`src/rtl/uart_rx.sv`:
```
// 8N1 UART receiver with mid-bit sampling off a clock-cycle bit counter.
// Define UART_RX_PARITY_EN to add an even-parity bit between data and stop.
module uart_rx #(
  parameter int unsigned CLK_VALUE    = 100_000,
  parameter int unsigned BAUD         = 9600,
  parameter int unsigned CLKS_PER_BIT = CLK_VALUE / BAUD,
  parameter int unsigned HALF_BIT     = CLKS_PER_BIT / 2,
  parameter int unsigned DATA_BITS    = 8
) (
  input  logic                 clk,
  input  logic                 rst_n,
  input  logic                 rx,
  output logic [DATA_BITS-1:0] rx_data,
  output logic                 rx_done,
  output logic                 rx_busy,
  output logic                 frame_err,
  output logic                 parity_err
);

  localparam int unsigned CntW = $clog2(CLKS_PER_BIT);
  localparam int unsigned IdxW = $clog2(DATA_BITS);
  localparam logic [CntW-1:0] CntLast = CntW'(CLKS_PER_BIT - 1);
  localparam logic [CntW-1:0] CntHalf = CntW'(HALF_BIT - 1);
  localparam logic [IdxW-1:0] IdxLast = IdxW'(DATA_BITS - 1);

  typedef enum logic [2:0] {StIdle, StStart, StData, StParity, StStop} state_e;

`ifdef UART_RX_PARITY_EN
  localparam state_e StAfterData = StParity;
`else
  localparam state_e StAfterData = StStop;
`endif

  state_e               state_q, state_d;
  logic                 s1_q, s2_q, prev_q;
  logic [CntW-1:0]      cnt_q, cnt_d;
  logic [IdxW-1:0]      idx_q, idx_d;
  logic [DATA_BITS-1:0] shift_q, shift_d;
  logic [DATA_BITS-1:0] data_q, data_d;
  logic                 done_q, done_d;
  logic                 ferr_q, ferr_d;
`ifdef UART_RX_PARITY_EN
  logic                 pbit_q, pbit_d;
  logic                 perr_q, perr_d;
`endif

  always_ff @(posedge clk or negedge rst_n) begin
    if (!rst_n) begin
      s1_q    <= 1'b1;
      s2_q    <= 1'b1;
      prev_q  <= 1'b1;
      state_q <= StIdle;
      cnt_q   <= '0;
      idx_q   <= '0;
      shift_q <= '0;
      data_q  <= '0;
      done_q  <= 1'b0;
      ferr_q  <= 1'b0;
    end else begin
      s1_q    <= rx;
      s2_q    <= s1_q;
      prev_q  <= s2_q;
      state_q <= state_d;
      cnt_q   <= cnt_d;
      idx_q   <= idx_d;
      shift_q <= shift_d;
      data_q  <= data_d;
      done_q  <= done_d;
      ferr_q  <= ferr_d;
    end
  end

`ifdef UART_RX_PARITY_EN
  always_ff @(posedge clk or negedge rst_n) begin
    if (!rst_n) begin
      pbit_q <= 1'b0;
      perr_q <= 1'b0;
    end else begin
      pbit_q <= pbit_d;
      perr_q <= perr_d;
    end
  end
`endif

  always_comb begin
    state_d = state_q;
    cnt_d   = cnt_q;
    idx_d   = idx_q;
    shift_d = shift_q;
    data_d  = data_q;
    done_d  = 1'b0;
    ferr_d  = ferr_q;
`ifdef UART_RX_PARITY_EN
    pbit_d  = pbit_q;
    perr_d  = perr_q;
`endif
    unique case (state_q)
      StIdle: begin
        // Falling edge only, so a line stuck low cannot retrigger.
        if (!s2_q && prev_q) begin
          state_d = StStart;
          cnt_d   = '0;
        end
      end
      StStart: begin
        if (cnt_q == CntHalf) begin
          cnt_d   = '0;
          idx_d   = '0;
          state_d = s2_q ? StIdle : StData;
        end else begin
          cnt_d = cnt_q + CntW'(1);
        end
      end
      StData: begin
        if (cnt_q == CntLast) begin
          cnt_d   = '0;
          shift_d = {s2_q, shift_q[DATA_BITS-1:1]};
          idx_d   = idx_q + IdxW'(1);
          if (idx_q == IdxLast) state_d = StAfterData;
        end else begin
          cnt_d = cnt_q + CntW'(1);
        end
      end
`ifdef UART_RX_PARITY_EN
      StParity: begin
        if (cnt_q == CntLast) begin
          cnt_d   = '0;
          pbit_d  = s2_q;
          state_d = StStop;
        end else begin
          cnt_d = cnt_q + CntW'(1);
        end
      end
`endif
      StStop: begin
        if (cnt_q == CntLast) begin
          cnt_d   = '0;
          data_d  = shift_q;
          ferr_d  = ~s2_q;
          done_d  = 1'b1;
          state_d = StIdle;
`ifdef UART_RX_PARITY_EN
          perr_d  = (^shift_q) ^ pbit_q;
`endif
        end else begin
          cnt_d = cnt_q + CntW'(1);
        end
      end
      default: state_d = StIdle;
    endcase
  end

  assign rx_data   = data_q;
  assign rx_done   = done_q;
  assign rx_busy   = (state_q != StIdle);
  assign frame_err = ferr_q;
`ifdef UART_RX_PARITY_EN
  assign parity_err = perr_q;
`else
  assign parity_err = 1'b0;
`endif

endmodule

```
`config.mk`:
```
export PLATFORM = sky130hd
export DESIGN_NAME = uart_rx
export DESIGN_NICKNAME = d
export VERILOG_FILES = /design/src/rtl/uart_rx.sv
export SDC_FILE = /design/constraint.sdc
export NUM_CORES = 1
export LEC_CHECK = 0
export ABC_AREA = 0
export CAP_MARGIN = 0
export CORE_MARGIN = 1
export CORE_UTILIZATION = 40
export DETAILED_ROUTE_END_ITERATION = 16
export PLACE_DENSITY = 0.65
export SLEW_MARGIN = 15
export SYNTH_ARGS = -nofsm -noshare
export SYNTH_HDL_FRONTEND = slang
export SYNTH_SLANG_ARGS = --single-unit
```
`constraint.sdc`:
```
create_clock -name clk -period 3.79 [get_ports clk]
set_input_delay 0.758 -clock clk [delete_from_list [all_inputs] [get_ports clk]]
set_output_delay 0.758 -clock clk [all_outputs]
set_load 0.02 [all_outputs]
```
Word-level counts from Yosys, hierarchy flattened
Cells that the tools add are included.
{"block": "op_classes", "add_sub_neg": 2, "multipliers": 0, "div_mod_pow": 0, "order_cmp": 0, "eq_ne": 11, "shifts": 0, "muxes": 16, "bitwise_logic": 1, "reduce_logical": 12}
{"op": "two-way mux 3 bit", "n": 7}
{"op": "two-way mux 4 bit", "n": 3}
{"op": "case mux 3 bit (4 select lines)", "n": 1}
{"op": "case mux 4 bit (3 select lines)", "n": 1}
{"op": "inequality test 2 bit, second input constant", "n": 5}
{"op": "equality test 3 bit, second input constant", "n": 2}
{"op": "case mux 3 bit (2 select lines)", "n": 1}
{"op": "AND reduction 2 bit", "n": 3}
{"op": "nonzero test 3 bit", "n": 2}
{"op": "AND reduction 5 bit", "n": 1}
{"op": "adder 4 x 1 -> 4 bit, second input constant", "n": 1}
{"op": "equality test 4 x 3 -> 1 bit, second input constant", "n": 1}
{"op": "equality test 4 bit, second input constant", "n": 1}
{"op": "adder 3 x 1 -> 3 bit, second input constant", "n": 1}
{"op": "equality test 3 x 1 -> 1 bit, second input constant", "n": 1}
{"op": "equality test 3 x 2 -> 1 bit, second input constant", "n": 1}
{"op": "logical NOT 3 bit", "n": 1}
{"op": "AND reduction 3 bit", "n": 1}
{"op": "two-way mux 1 bit", "n": 2}
{"op": "two-way mux 2 bit", "n": 1}
{"op": "nonzero test 2 bit", "n": 1}
{"op": "OR reduction 2 bit", "n": 1}
{"op": "logical AND 1 bit", "n": 1}
{"op": "logical NOT 1 bit", "n": 1}
{"op": "NOT 1 bit", "n": 1}
{"block": "totals", "ff_bits": 31, "latchBits": 0, "ram_bits": 0, "rom_bits": 0, "in_bits": 3, "output_inout_bits": 12, "wordCells": 52, "n_memories": 0}

Logic depth before layout (Yosys ltp)
{"block": "depth", "depth_word": 4, "mapped_depth": 8, "depth_no_buf": 6}

Worst setup path after synthesis
No wires, ideal clock.
{"block": "synth_path", "path_kind": "register to output", "startpoint": "register state_q[0]", "endpoint": "output rx_busy", "t_arrival_ps": 884, "required_time_ps": 3032, "setup_slack_ps": 2148, "path_stages_with_launch": 4, "n_path_buf": 1, "path_cell_list": "dfrtp_1 buf_4 nor3_1 inv_1"}
{"block": "synth_between", "elab_chain_len": 1}
{"item": "from (decl)", "line": "34", "rtl": "state_e state_q, state_d;"}
{"item": "from (signal assigned)", "line": "52", "rtl": "state_q <= StIdle;"}
{"item": "from (signal assigned)", "line": "63", "rtl": "state_q <= state_d;"}
{"item": "nonzero test 3 bit", "line": "155", "rtl": "assign rx_busy = (state_q != StIdle);"}
{"item": "to (decl)", "line": "15", "rtl": "output logic rx_busy,"}
No other way between the ends.

Worst setup path in the final report
Ends and elaborated chain as after synthesis.

==> summary.txt <==
Cell Area, Placed -> 0.00157 mm²
Final Cycle Share -> 0.667
Critical Path Sink Type -> output pin
Crit path kind -> reg2out
Core area -> 0.00339 mm²
First-pass DRT Iterations -> 4
Total grt overflow -> 0
Routed vias/inst -> 5.01
Skew-Pair Late Insertion Delay -> 0.33 ns
Final Wtd Congestion -> 0.863
Layout cell share with drive strength beyond 1 -> 0.142
Num CTS Buffers -> 5
Share of the synthesized area in the top cell type -> 0.488
Total wire length -> 2420 µm
Fmax -> 396 MHz
Critical Path Fanout Max -> 11
DRC -> 0
CP startpoint -> state_q[0]
Worst path arrival time -> 1.77 ns
DR vias -> 936
Clock root cell -> clkbuf_4
Max Cap Viol -> 0
Worst hold slack -> 0.372 ns
Synth top area cells -> dfrtp_1 (49%), nand2_1 (7.3%), dfstp_2 (5.5%)
Power density cells -> 567 mW/mm²
Initial antenna violation count -> 0
Ant. Diodes -> 0
Clk slew on worst S/H paths -> 0.09 ns
Critical Path RT -> 3.03 ns
TNS Setup -> 0 ns
Initial core utilization -> 0.424
Final setup viols -> 0
Die area -> 0.00383 mm²
CTS tree -> built
Hold path startpoint -> s1_q
Outcome -> complete, no violations
Cell count after synthesis -> 126
Worst r2r src -> cnt_q[1]
Slowest stage delay, CP -> 0.54 ns
Slowest-stage cell, CP -> clkdlybuf4s50_1
Setup Fix Bufs, Post-CTS -> 0
Cell variety after synth -> 38
Mapped Nets -> 135
Row count -> 21
Fill count -> 321
Peak VDD IR -> 0.270 mV
Yosys Warn Count -> 0
# resized after CTS -> 0
Synth async-reset ratio -> 1.00
DR iter-0 viols -> 16
Layout Nets -> 149
First-pass GRT wire length -> 3850 µm
Crit path launch type -> flip-flop
Clock Skew -> 0.0106 ns
# port buffers -> 13
Top_reg_cell synth -> dfrtp_1
Largest net degree at the start of global routing -> 32
Critical Path, Cell by Cell -> nor3_1, inv_1, clkdlybuf4s50_1
H-tree levels -> 2
Hpwl dp -> 1750 µm
Post-synth EDFFs -> 0
Leak -> 0.000825 µW
CTS Hold Bufs -> 0
CP delay by family, top -> buffers and inverters
WP buf/inv -> 2
Hold depth -> 0
Minimum clock period after layout -> 2.53 ns
Max-slew violation count -> 0
Final hold viol count -> 0
Vias in the first global route -> 876
Hold/Removal Path Class -> reg2reg
Sequential-to-total area share from yosys stat -> 0.543
Die Span Y -> 61.9 µm
Final antenna-violating net count -> 0
Clock sink count -> 31
Post-route cell area -> 0.00166 mm²
Syn_area_per_cell -> 11.4 µm²
Clock tree buffer depth -> 2
Synth area leader -> dfrtp_1
CP Depth -> 3
R2R depth -> 6
Wire length per cell -> 13.0 µm
Fin cells -> 187
Die width -> 61.9 µm
Inst Count DP -> 179
Yosys reg bits -> 31
Post-Synthesis Cell Area -> 0.00144 mm²
RSZ-0062 raised after global routing -> no
Layout area overhead -> 15.3%
Gr usage total -> 0.145
Num ports -> 15
report_power, final:
part | internal [µW] | total (µW) | switching, µW
clock network | 156 | 265 | 109
registers | 368 | 424 | 56.0
logic | 115 | 250 | 135
layout make-up:
| cell class | instances | area, µm² | share of cell area |
|---|---|---|---|
| clock buffer | 6 | 51.3 | 0.0310 |
| multi-input combinational | 83 | 577 | 0.348 |
| inverter | 5 | 18.8 | 0.0113 |
| timing repair buffer | 14 | 138 | 0.0831 |
| clock inverter | 2 | 35.0 | 0.0211 |
| sequential | 31 | 779 | 0.471 |
| tap | 46 | 57.6 | 0.0347 |
per-layer routing:
metal  track usage  share of wire  vias to the layer above
li1              -              -                      453
met1         0.165           0.44                      461
met2         0.241           0.50                       17
met3        0.0435          0.031                        5
met4        0.0857          0.024                        0
met5             0              0                        -
cells in the final DEF (no fill, tap or decap), types with 2 or more instances in the layout:
| cell type | count |
|---|---|
| a22o_1 | 2 |
| and3b_1 | 2 |
| clkbuf_4 | 5 |
| clkdlybuf4s50_1 | 13 |
| dfrtp_1 | 28 |
| dfstp_2 | 3 |
| ha_1 | 6 |
| inv_1 | 5 |
| mux2_1 | 7 |
| mux2_2 | 2 |
| nand2_1 | 28 |
| nand2b_1 | 2 |
| nand3_1 | 2 |
| nor2_1 | 6 |
| nor3_1 | 2 |
| o21ai_0 | 3 |
final timing paths:
| kind | endpoint | slack (ns) |
|---|---|---|
| max | rx_busy | 1.26 |
| min | s2_q | 0.37 |
| max reg2reg | idx_q[0] | 1.73 |
| min reg2reg | s2_q | 0.37 |
| max in group asynchronous | s2_q | 2.65 |
| min in group asynchronous | shift_q[1] | 0.81 |
logic make-up (layout without fill, tap and decap cells):
family	after synthesis	in the layout	synth area share
AOI/OAI and AO/OA	14	14	0.0819
other	1	1	0.00261
DFF	31	31	0.543
adders and majority gates	7	7	0.0601
buffers and inverters	12	27	0.0557
and+or+nand+nor	50	50	0.173
muxes	10	10	0.0775
xor gates and xnor gates	1	1	0.00610
worst register-to-register path, stage by stage (launching register included):
cell and delay (ns):
dfrtp_1 0.43, inv_1 0.10, ha_1 0.16, and3b_1 0.35, and2_1 0.47, o21ai_1 0.17
mux2_2 0.29
metrics by stage:
step	total power, µW	setup slack (ns)	util
6_report	939	1.26	0.489
5_1_grt	1000	1.14	0.489
4_1_cts	950	1.25	0.489
3_5_place_dp	681	1.61	0.463
3_3_place_gp	669	1.64	0.463
2_1_floorplan	630	2.15	-
cell usage after synthesis (2+ instances only):
library cell,instances
inv_1,5
nor2_1,6
nand2_1,28
mux2_1,7
mux2_2,2
o21ai_0,3
and3b_1,2
dfrtp_1,28
nand3_1,2
a22o_1,2
ha_1,6
nand2b_1,2
buf_4,3
dfstp_2,3
nor3_1,2
buf_6,3
state kept, by name (all words and copies together) (netlist names):
| register | count |
|---|---|
| shift_q | 8 |
| state_q | 3 |
| rx_data | 8 |
| idx_q | 3 |
| s1_q | 1 |
| cnt_q | 4 |
| prev_q | 1 |
| s2_q | 1 |
| frame_err | 1 |
| rx_done | 1 |
(Power assumes the default switching activity.)
